===== config.mk =====
export PLATFORM = sky130hd
export DESIGN_NAME = hpram_cmd_arbiter_flat
export DESIGN_NICKNAME = d
export VERILOG_FILES = /design/src/rtl/hpram_arb_pkg.sv /design/src/rtl/hpram_cmd_arbiter_if.sv /design/src/rtl/rr_arb2.sv /design/src/rtl/hpram_cmd_arbiter.sv /design/src/flat_wrapper.sv
export SDC_FILE = /design/constraint.sdc
export NUM_CORES = 1
export LEC_CHECK = 0
export ABC_AREA = 1
export BUFFER_PORTS_ARGS = -buffer_cell sky130_fd_sc_hd__buf_2
export CORE_ASPECT_RATIO = 0.6
export CORE_MARGIN = 2
export CORE_UTILIZATION = 43
export CTS_CLUSTER_SIZE = 10
export DETAILED_ROUTE_END_ITERATION = 8
export PLACE_DENSITY = 0.76
export SYNTH_ARGS = -nofsm -noshare
export SYNTH_HDL_FRONTEND = slang
export SYNTH_SLANG_ARGS = --single-unit

===== constraint.sdc =====
create_clock -name iclk -period 1.55 [get_ports iclk]
set_input_delay 0.155 -clock iclk [delete_from_list [all_inputs] [get_ports iclk]]
set_output_delay 0.155 -clock iclk [all_outputs]
set_load 0.02 [all_outputs]

===== src/rtl/hpram_arb_pkg.sv =====
// Shared types for the HyperRAM command arbiter: FSM states, command codes
// and requester grant identifiers.
package hpram_arb_pkg;

    typedef enum logic [1:0] {
        ST_IDLE     = 2'd0,
        ST_WR_BURST = 2'd1,
        ST_RD_WAIT  = 2'd2,
        ST_GAP      = 2'd3
    } state_e;

    localparam logic CMD_WR = 1'b0;
    localparam logic CMD_RD = 1'b1;

    typedef enum logic {
        GNT_WR = 1'b0,
        GNT_RD = 1'b1
    } grant_e;

endpackage


===== src/rtl/hpram_cmd_arbiter_if.sv =====
// Requester and memory-side signal bundle of the HyperRAM command arbiter.
// The slave modport is the arbiter's view; master is the surrounding logic.
interface hpram_cmd_arbiter_if #(
    parameter int unsigned ADDR_W = 22,
    parameter int unsigned DATA_W = 32
);
    localparam int unsigned MASK_W = DATA_W / 8;

    // camera write requester
    logic              iwr_req;
    logic [ADDR_W-1:0] iwr_addr;
    logic              owr_ack;
    logic              owr_data_req;
    logic [DATA_W-1:0] iwr_data;
    logic [MASK_W-1:0] iwr_mask;
    logic              owr_done;

    // display read requester
    logic              ird_req;
    logic [ADDR_W-1:0] ird_addr;
    logic              ord_ack;
    logic              ord_valid;
    logic [DATA_W-1:0] ord_data;
    logic              ord_done;

    // memory controller command port
    logic              ocmd;
    logic              ocmd_en;
    logic [ADDR_W-1:0] oaddr;
    logic [DATA_W-1:0] owr_data;
    logic [MASK_W-1:0] odata_mask;
    logic              imem_rd_valid;
    logic [DATA_W-1:0] imem_rd_data;

    modport slave (
        input  iwr_req, iwr_addr, iwr_data, iwr_mask,
        input  ird_req, ird_addr,
        input  imem_rd_valid, imem_rd_data,
        output owr_ack, owr_data_req, owr_done,
        output ord_ack, ord_valid, ord_data, ord_done,
        output ocmd, ocmd_en, oaddr, owr_data, odata_mask
    );

    modport master (
        output iwr_req, iwr_addr, iwr_data, iwr_mask,
        output ird_req, ird_addr,
        output imem_rd_valid, imem_rd_data,
        input  owr_ack, owr_data_req, owr_done,
        input  ord_ack, ord_valid, ord_data, ord_done,
        input  ocmd, ocmd_en, oaddr, owr_data, odata_mask
    );

endinterface


===== src/rtl/rr_arb2.sv =====
// Two-input round-robin arbiter. On a tie the requester not granted last
// wins; the history register only moves when a grant is actually issued.
module rr_arb2
    import hpram_arb_pkg::*;
(
    input  logic clk,
    input  logic rst,
    input  logic en,
    input  logic req_wr,
    input  logic req_rd,
    output logic gnt_wr_c,
    output logic gnt_rd_c
);

    grant_e last_grant_q;
    grant_e last_grant_d;

    always_comb begin
        gnt_wr_c     = 1'b0;
        gnt_rd_c     = 1'b0;
        last_grant_d = last_grant_q;
        if (en) begin
            if (req_wr && req_rd) begin
                if (last_grant_q == GNT_WR) gnt_rd_c = 1'b1;
                else                        gnt_wr_c = 1'b1;
            end else if (req_rd) begin
                gnt_rd_c = 1'b1;
            end else if (req_wr) begin
                gnt_wr_c = 1'b1;
            end
        end
        if (gnt_rd_c)      last_grant_d = GNT_RD;
        else if (gnt_wr_c) last_grant_d = GNT_WR;
    end

    // Reset history to WRITE so the read side wins the first tie.
    always_ff @(posedge clk) begin
        if (rst) last_grant_q <= GNT_WR;
        else     last_grant_q <= last_grant_d;
    end

endmodule


===== src/rtl/hpram_cmd_arbiter.sv =====
// Shares the HyperRAM command port between the camera write DMA and the
// display read DMA: grant, command issue, beat pacing, spacing and timeout.
module hpram_cmd_arbiter
    import hpram_arb_pkg::*;
#(
    parameter int unsigned ADDR_W     = 22,
    parameter int unsigned DATA_W     = 32,
    parameter int unsigned WR_BEATS   = 16,
    parameter int unsigned RD_BEATS   = 16,
    parameter int unsigned CMD_GAP    = 4,
    parameter int unsigned RD_TIMEOUT = 255
) (
    input  logic               iclk,
    input  logic               irst,
    input  logic               iinit_calib,
    hpram_cmd_arbiter_if.slave bus,
    output logic               obusy,
    output logic               oerr_timeout
);

    localparam int unsigned MASK_W   = DATA_W / 8;
    localparam int unsigned BEAT_MAX = (WR_BEATS > RD_BEATS) ? WR_BEATS : RD_BEATS;
    localparam int unsigned BEAT_W   = $clog2(BEAT_MAX + 1);
    localparam int unsigned TMR_W    = $clog2(RD_TIMEOUT + 1);
    localparam int unsigned GAP_W    = $clog2(CMD_GAP + 1);

    state_e              state_q,      state_d;
    logic [BEAT_W-1:0]   beat_q,       beat_d;
    logic [TMR_W-1:0]    tmr_q,        tmr_d;
    logic [GAP_W-1:0]    gap_q,        gap_d;
    logic [ADDR_W-1:0]   addr_q,       addr_d;

    logic                wr_ack_q,     wr_ack_d;
    logic                wr_data_req_q, wr_data_req_d;
    logic                wr_done_q,    wr_done_d;
    logic                rd_ack_q,     rd_ack_d;
    logic                rd_valid_q,   rd_valid_d;
    logic [DATA_W-1:0]   rd_data_q,    rd_data_d;
    logic                rd_done_q,    rd_done_d;
    logic                cmd_q,        cmd_d;
    logic                cmd_en_q,     cmd_en_d;
    logic [ADDR_W-1:0]   oaddr_q,      oaddr_d;
    logic [DATA_W-1:0]   wr_data_q,    wr_data_d;
    logic [MASK_W-1:0]   mask_q,       mask_d;
    logic                busy_q,       busy_d;
    logic                err_q,        err_d;

    logic                gnt_wr_c;
    logic                gnt_rd_c;

    rr_arb2 u_rr_arb2 (
        .clk      (iclk),
        .rst      (irst),
        .en       ((state_q == ST_IDLE) && iinit_calib),
        .req_wr   (bus.iwr_req),
        .req_rd   (bus.ird_req),
        .gnt_wr_c (gnt_wr_c),
        .gnt_rd_c (gnt_rd_c)
    );

    always_comb begin
        state_d       = state_q;
        beat_d        = beat_q;
        tmr_d         = tmr_q;
        gap_d         = gap_q;
        addr_d        = addr_q;
        err_d         = err_q;
        wr_ack_d      = 1'b0;
        wr_data_req_d = 1'b0;
        wr_done_d     = 1'b0;
        rd_ack_d      = 1'b0;
        rd_valid_d    = 1'b0;
        rd_data_d     = '0;
        rd_done_d     = 1'b0;
        cmd_d         = CMD_WR;
        cmd_en_d      = 1'b0;
        oaddr_d       = '0;
        wr_data_d     = '0;
        mask_d        = '0;

        unique case (state_q)
            ST_IDLE: begin
                if (gnt_rd_c) begin
                    rd_ack_d = 1'b1;
                    addr_d   = bus.ird_addr;
                    beat_d   = '0;
                    tmr_d    = '0;
                    state_d  = ST_RD_WAIT;
                end else if (gnt_wr_c) begin
                    wr_ack_d      = 1'b1;
                    wr_data_req_d = 1'b1;
                    addr_d        = bus.iwr_addr;
                    beat_d        = '0;
                    state_d       = ST_WR_BURST;
                end
            end

            // One beat is popped per cycle starting on the grant cycle; the
            // command goes out alongside the first registered beat.
            ST_WR_BURST: begin
                wr_data_d = bus.iwr_data;
                mask_d    = bus.iwr_mask;
                if (beat_q == '0) begin
                    cmd_en_d = 1'b1;
                    cmd_d    = CMD_WR;
                    oaddr_d  = addr_q;
                end
                if (beat_q == BEAT_W'(WR_BEATS - 1)) begin
                    wr_done_d = 1'b1;
                    gap_d     = '0;
                    state_d   = ST_GAP;
                end else begin
                    wr_data_req_d = 1'b1;
                    beat_d        = beat_q + BEAT_W'(1);
                end
            end

            // tmr_q is 0 on the grant cycle, so a timeout decided at
            // RD_TIMEOUT lands RD_TIMEOUT cycles after the command strobe.
            ST_RD_WAIT: begin
                if (tmr_q == '0) begin
                    cmd_en_d = 1'b1;
                    cmd_d    = CMD_RD;
                    oaddr_d  = addr_q;
                end
                if (bus.imem_rd_valid && (beat_q == BEAT_W'(RD_BEATS - 1))) begin
                    rd_valid_d = 1'b1;
                    rd_data_d  = bus.imem_rd_data;
                    rd_done_d  = 1'b1;
                    gap_d      = '0;
                    state_d    = ST_GAP;
                end else if (tmr_q == TMR_W'(RD_TIMEOUT)) begin
                    rd_done_d = 1'b1;
                    err_d     = 1'b1;
                    gap_d     = '0;
                    state_d   = ST_GAP;
                end else begin
                    tmr_d = tmr_q + TMR_W'(1);
                    if (bus.imem_rd_valid) begin
                        rd_valid_d = 1'b1;
                        rd_data_d  = bus.imem_rd_data;
                        beat_d     = beat_q + BEAT_W'(1);
                    end
                end
            end

            ST_GAP: begin
                if (gap_q == GAP_W'(CMD_GAP - 1)) begin
                    gap_d   = '0;
                    state_d = ST_IDLE;
                end else begin
                    gap_d = gap_q + GAP_W'(1);
                end
            end

            default: state_d = ST_IDLE;
        endcase

        busy_d = (state_d != ST_IDLE);
    end

    always_ff @(posedge iclk) begin
        if (irst) begin
            state_q       <= ST_IDLE;
            beat_q        <= '0;
            tmr_q         <= '0;
            gap_q         <= '0;
            addr_q        <= '0;
            wr_ack_q      <= 1'b0;
            wr_data_req_q <= 1'b0;
            wr_done_q     <= 1'b0;
            rd_ack_q      <= 1'b0;
            rd_valid_q    <= 1'b0;
            rd_data_q     <= '0;
            rd_done_q     <= 1'b0;
            cmd_q         <= 1'b0;
            cmd_en_q      <= 1'b0;
            oaddr_q       <= '0;
            wr_data_q     <= '0;
            mask_q        <= '0;
            busy_q        <= 1'b0;
            err_q         <= 1'b0;
        end else begin
            state_q       <= state_d;
            beat_q        <= beat_d;
            tmr_q         <= tmr_d;
            gap_q         <= gap_d;
            addr_q        <= addr_d;
            wr_ack_q      <= wr_ack_d;
            wr_data_req_q <= wr_data_req_d;
            wr_done_q     <= wr_done_d;
            rd_ack_q      <= rd_ack_d;
            rd_valid_q    <= rd_valid_d;
            rd_data_q     <= rd_data_d;
            rd_done_q     <= rd_done_d;
            cmd_q         <= cmd_d;
            cmd_en_q      <= cmd_en_d;
            oaddr_q       <= oaddr_d;
            wr_data_q     <= wr_data_d;
            mask_q        <= mask_d;
            busy_q        <= busy_d;
            err_q         <= err_d;
        end
    end

    assign bus.owr_ack      = wr_ack_q;
    assign bus.owr_data_req = wr_data_req_q;
    assign bus.owr_done     = wr_done_q;
    assign bus.ord_ack      = rd_ack_q;
    assign bus.ord_valid    = rd_valid_q;
    assign bus.ord_data     = rd_data_q;
    assign bus.ord_done     = rd_done_q;
    assign bus.ocmd         = cmd_q;
    assign bus.ocmd_en      = cmd_en_q;
    assign bus.oaddr        = oaddr_q;
    assign bus.owr_data     = wr_data_q;
    assign bus.odata_mask   = mask_q;
    assign obusy            = busy_q;
    assign oerr_timeout     = err_q;

endmodule


===== src/flat_wrapper.sv =====
// flat-port wrapper written by rule: the top's interface ports become plain ports
module hpram_cmd_arbiter_flat import hpram_arb_pkg::*;
#(
    parameter int unsigned ADDR_W     = 22,
    parameter int unsigned DATA_W     = 32,
    parameter int unsigned WR_BEATS   = 16,
    parameter int unsigned RD_BEATS   = 16,
    parameter int unsigned CMD_GAP    = 4,
    parameter int unsigned RD_TIMEOUT = 255
)
  (iclk, irst, iinit_calib, obusy, oerr_timeout, bus_iwr_req, bus_iwr_addr, bus_iwr_data, bus_iwr_mask, bus_ird_req, bus_ird_addr, bus_imem_rd_valid, bus_imem_rd_data, bus_owr_ack, bus_owr_data_req, bus_owr_done, bus_ord_ack, bus_ord_valid, bus_ord_data, bus_ord_done, bus_ocmd, bus_ocmd_en, bus_oaddr, bus_owr_data, bus_odata_mask);
  hpram_cmd_arbiter_if #(.ADDR_W(ADDR_W), .DATA_W(DATA_W)) bus_i ();
  input  logic iclk;
  input  logic irst;
  input  logic iinit_calib;
  output logic obusy;
  output logic oerr_timeout;
  input wire logic [$bits(bus_i.iwr_req)-1:0] bus_iwr_req;
  input wire logic [$bits(bus_i.iwr_addr)-1:0] bus_iwr_addr;
  input wire logic [$bits(bus_i.iwr_data)-1:0] bus_iwr_data;
  input wire logic [$bits(bus_i.iwr_mask)-1:0] bus_iwr_mask;
  input wire logic [$bits(bus_i.ird_req)-1:0] bus_ird_req;
  input wire logic [$bits(bus_i.ird_addr)-1:0] bus_ird_addr;
  input wire logic [$bits(bus_i.imem_rd_valid)-1:0] bus_imem_rd_valid;
  input wire logic [$bits(bus_i.imem_rd_data)-1:0] bus_imem_rd_data;
  output wire logic [$bits(bus_i.owr_ack)-1:0] bus_owr_ack;
  output wire logic [$bits(bus_i.owr_data_req)-1:0] bus_owr_data_req;
  output wire logic [$bits(bus_i.owr_done)-1:0] bus_owr_done;
  output wire logic [$bits(bus_i.ord_ack)-1:0] bus_ord_ack;
  output wire logic [$bits(bus_i.ord_valid)-1:0] bus_ord_valid;
  output wire logic [$bits(bus_i.ord_data)-1:0] bus_ord_data;
  output wire logic [$bits(bus_i.ord_done)-1:0] bus_ord_done;
  output wire logic [$bits(bus_i.ocmd)-1:0] bus_ocmd;
  output wire logic [$bits(bus_i.ocmd_en)-1:0] bus_ocmd_en;
  output wire logic [$bits(bus_i.oaddr)-1:0] bus_oaddr;
  output wire logic [$bits(bus_i.owr_data)-1:0] bus_owr_data;
  output wire logic [$bits(bus_i.odata_mask)-1:0] bus_odata_mask;
  assign bus_i.iwr_req = bus_iwr_req;
  assign bus_i.iwr_addr = bus_iwr_addr;
  assign bus_i.iwr_data = bus_iwr_data;
  assign bus_i.iwr_mask = bus_iwr_mask;
  assign bus_i.ird_req = bus_ird_req;
  assign bus_i.ird_addr = bus_ird_addr;
  assign bus_i.imem_rd_valid = bus_imem_rd_valid;
  assign bus_i.imem_rd_data = bus_imem_rd_data;
  assign bus_owr_ack = bus_i.owr_ack;
  assign bus_owr_data_req = bus_i.owr_data_req;
  assign bus_owr_done = bus_i.owr_done;
  assign bus_ord_ack = bus_i.ord_ack;
  assign bus_ord_valid = bus_i.ord_valid;
  assign bus_ord_data = bus_i.ord_data;
  assign bus_ord_done = bus_i.ord_done;
  assign bus_ocmd = bus_i.ocmd;
  assign bus_ocmd_en = bus_i.ocmd_en;
  assign bus_oaddr = bus_i.oaddr;
  assign bus_owr_data = bus_i.owr_data;
  assign bus_odata_mask = bus_i.odata_mask;
  hpram_cmd_arbiter #(.ADDR_W(ADDR_W), .DATA_W(DATA_W), .WR_BEATS(WR_BEATS), .RD_BEATS(RD_BEATS), .CMD_GAP(CMD_GAP), .RD_TIMEOUT(RD_TIMEOUT)) u_core (.iclk(iclk), .irst(irst), .iinit_calib(iinit_calib), .bus(bus_i), .obusy(obusy), .oerr_timeout(oerr_timeout));
endmodule

==> out/summary.txt <==
Reg2reg start: u_core.beat_q[1]
Nets: 1095
XOR/XNOR share of the synthesized area: 0%
Share of layout cells above drive strength 1: 43.0%
Synth Area in Compound Gates: 8.95%
CTS H-Tree Depth: 4
Diode count: 0
Vias per cell: 4.74
Clock insertion delay at the later pin of the skew report: 420 ps
Peak supply drop: 1010 uV
Seq/Total Area, Yosys: 54.6%
Power per Cell Area: 1410 nW/um^2
CP Class: flop to flop
Max cap viols: 0
CP startpoint kind: flop
Post-Synth Simple-Gate Area: 22.0%
Tmin final: 1690 ps
Yosys reg bits: 141
Number of global-route vias before repair: 5197
Failing checks: negative setup slack
Die ar.: 13000 um^2
Sink Count: 141
Avg Inst Size Synth: 8.12 um^2
Placeable Area: 11500 um^2
Die width: 146 um
Final ANT Viol Nets: 0
Final hold violations: 0
Port Buffers: 217
R2R depth: 13
Initial detailed-routing violation count: 263
RSZ-0062 raised after global routing: yes
Root buffer cell: clkbuf_16
Unique masters post-synth: 31
Final WS setup: -136 ps
Top-level I/O count: 218
Drt pass-1 iters: 5
Hold WC Path Type: input port to flop
Final Max Slew Viols: 0
Tot GR Track Use: 25.8%
RePlAce Congestion: 0.857
Worst-margin pin slew: 489 ps
Synth area leader: dfxtp_1
Site row count: 30
TritonCTS clock tree: built
Reg-to-Reg End: u_core.beat_q[1]
Yosys top cell area share: 54.6%
Post-DP HPWL: 9760 um
Maximum clock path buffer count: 2
Final WL: 17600 um
WL per Instance: 15.5 um
Synth area leaders: dfxtp_1, inv_1, nor2_1, nand2_1, a21oi_1
Outcome: complete, but fails checks
Filler cells: 772
Initial antenna violation count: 0
Cells after Synth: 637
Post-Synth Adder-Cell Area: 2.90%
Netlist Area Pre-Place: 5170 um^2
Total nets after synthesis: 767
Die height: 89.0 um
Max_slew headroom: 67.3%
Critical path data arrival time: 1990 ps
Final setup vio count: 77
GRT overflow: 0
Syn-to-layout area delta: 63.6%
DR vias: 5394
Period utilization: 109%
Worst path required time: 1850 ps
CP Capture Type: flop
Pleak: 4.24 nW
Warning count from the yosys run: 0
Hold Path Stages: 3
First-pass GRT wire length: 26300 um
Max FO, Critical Path: 7
FMAX: 0.593 GHz
FF-to-FF setup slack: -140 ps
Hold Crit Start: bus_ird_addr[0]
Proportion of synthesized area in mux cells: 0%
CTS clock-pin slew for the worst setup and hold paths: 60 ps
Pin count of the biggest net entering global routing: 37
Fin Clk Skew: 8.13 ps
Footprint of the multi-input gates: 2150 um^2
Sequential cell area: 2830 um^2
Starting Density: 44.9%
Remaining DRCs: 0
Min Hold Slack: 42.2 ps
CTS Buf Count: 17
Worst slack at placement: -565 ps
Main combinational cell family by area after synthesis: simple AND/OR/NAND/NOR gates
Hold Path End: u_core.addr_q[0]
power breakdown:
group,total (W),switching [W],internal (W)
clock network,0.00400,0.00173,0.00227
logic,0.00376,0.00223,0.00154
registers,0.00414,0.000166,0.00397
total,0.0119,0.00413,0.00778
flip-flops by register name (all words and copies together), names as in the netlist:
name                           count
u_core.oerr_timeout                1
u_core.bus.owr_data_req            1
u_core.gap_q                       3
u_core.bus.ord_valid               1
u_core.bus.owr_data               32
u_core.obusy                       1
u_core.state_q                     2
u_core.tmr_q                       8
u_core.bus.ocmd_en                 1
u_core.beat_q                      5
u_core.bus.ocmd                    1
u_core.bus.odata_mask              4
u_core.bus.owr_ack                 1
u_core.bus.owr_done                1
u_core.bus.ord_data               32
u_core.u_rr_arb2.last_grant_q      1
u_core.bus.ord_done                1
u_core.addr_q                     22
u_core.bus.ord_ack                 1
u_core.bus.oaddr                  22
per-stage QoR:
step	cell area [um^2]	total power (W)	util [%]	setup TNS, ps	std cells
2_1_floorplan	5190	0.00592	-	-6.10	637
3_3_place_gp	6650	0.00684	57.7	-16070	1025
3_5_place_dp	6650	0.00690	57.7	-17670	1025
4_1_cts	8170	0.0114	70.9	-4530	1132
6_report	8470	0.0119	73.5	-5480	1137
5_1_grt	8470	0.0124	73.5	-11070	1137
layout by cell type (no fill, tap or decap), types with 2 or more instances in the layout:
cell	n
inv_4	2
or2_2	22
o211ai_1	22
dfxtp_1	134
nand2_2	23
a21oi_2	11
o21ai_2	3
inv_8	4
nor2_2	11
a21oi_1	34
ha_2	3
nand3_1	18
nand3_2	2
nor2_1	98
nand4_1	2
clkinvlp_4	3
nor2_4	14
buf_8	2
inv_6	4
buf_6	4
dfxtp_2	7
clkbuf_16	19
nand2_1	56
ha_1	4
nand3_4	4
buf_12	5
nand2_4	7
inv_1	112
ha_4	5
buf_4	32
buf_2	217
nor3_1	3
inv_2	8
dlygate4sd3_1	68
routing by layer:
layer  vias up  wire length, um  track usage, %
li1       2594                -               -
met1      2491             7090            31.1
met2       258             8560            45.0
met3        51             1410            7.04
met4         0              553            10.8
met5         -                0               0
worst max-delay path: stages (launching register included):
cell and delay (ps):
dfxtp_2 360, ha_4 150, nand2_4 50, nor2_4 90, ha_4 170, nand3_4 110
nand2_4 100, nor2_4 40, nand2_2 90, clkinv_4 110, nand2_8 100, nand2_2 60
nand2_2 80, nor2_2 40
how the worst max path moves through the flow:
stage                           start  depth (start not counted)  slack (ps)                     end
floorplan            u_core.beat_q[0]                         11          -6         u_core.tmr_q[2]
global placement    u_core.state_q[1]                          7        -510       u_core.addr_q[15]
detailed placement  u_core.state_q[1]                          7        -560       u_core.addr_q[15]
CTS                  u_core.beat_q[0]                          9        -110  u_core.bus.ord_data[5]
global route         u_core.beat_q[1]                         13        -190        u_core.beat_q[1]
finish               u_core.beat_q[1]                         13        -140        u_core.beat_q[1]
timing repair:
action                                  in CTS  in global routing
buffers inserted                             7                  3
endpoints found under the setup margin      95                 98
hold buffers                                68                  0
resized for setup                           54                 71
endpoints found under the hold margin       68                  0
cloned                                       1                  2
pin swaps                                   23                 31
layout make-up:
cell class	instances	area share, %
clock buffers	17	5.03
clock inverters	14	1.82
inverters	124	5.62
multi-input cells	351	25.4
flip-flops and latches	141	33.4
well taps	160	2.36
repair buffers	330	26.4
logic make-up (layout without fill, tap and decap cells):
logic type | after synthesis | after routing
flip-flops | 141 | 141
AO/OA/AOI/OAI | 76 | 76
buffers and inverters | 146 | 485
adder cells (fa/ha/maj) | 12 | 12
AND/OR/NAND/NOR | 262 | 263
synthesized netlist by cell type:
cell and n:
dfxtp_1 141, inv_1 119, nor2_1 119, nand2_1 80, a21oi_1 44, nand3_1 22, o211ai_1 22, or2_2 22
ha_1 12, buf_2 6, clkbuf_1 6, nand2_2 5, buf_6 4, inv_2 4, nor3_1 4, o21ai_0 4
buf_4 3, clkbuf_2 3, nand2_4 2, nand3_2 2, nand4_1 2, nor2_4 2, a21oi_2 1, a22oi_1 1
clkinv_1 1, nor2_2 1, nor3b_1 1, o211ai_4 1, o21ai_1 1, o21bai_1 1, o31ai_1 1
(Power assumes the default switching activity.)
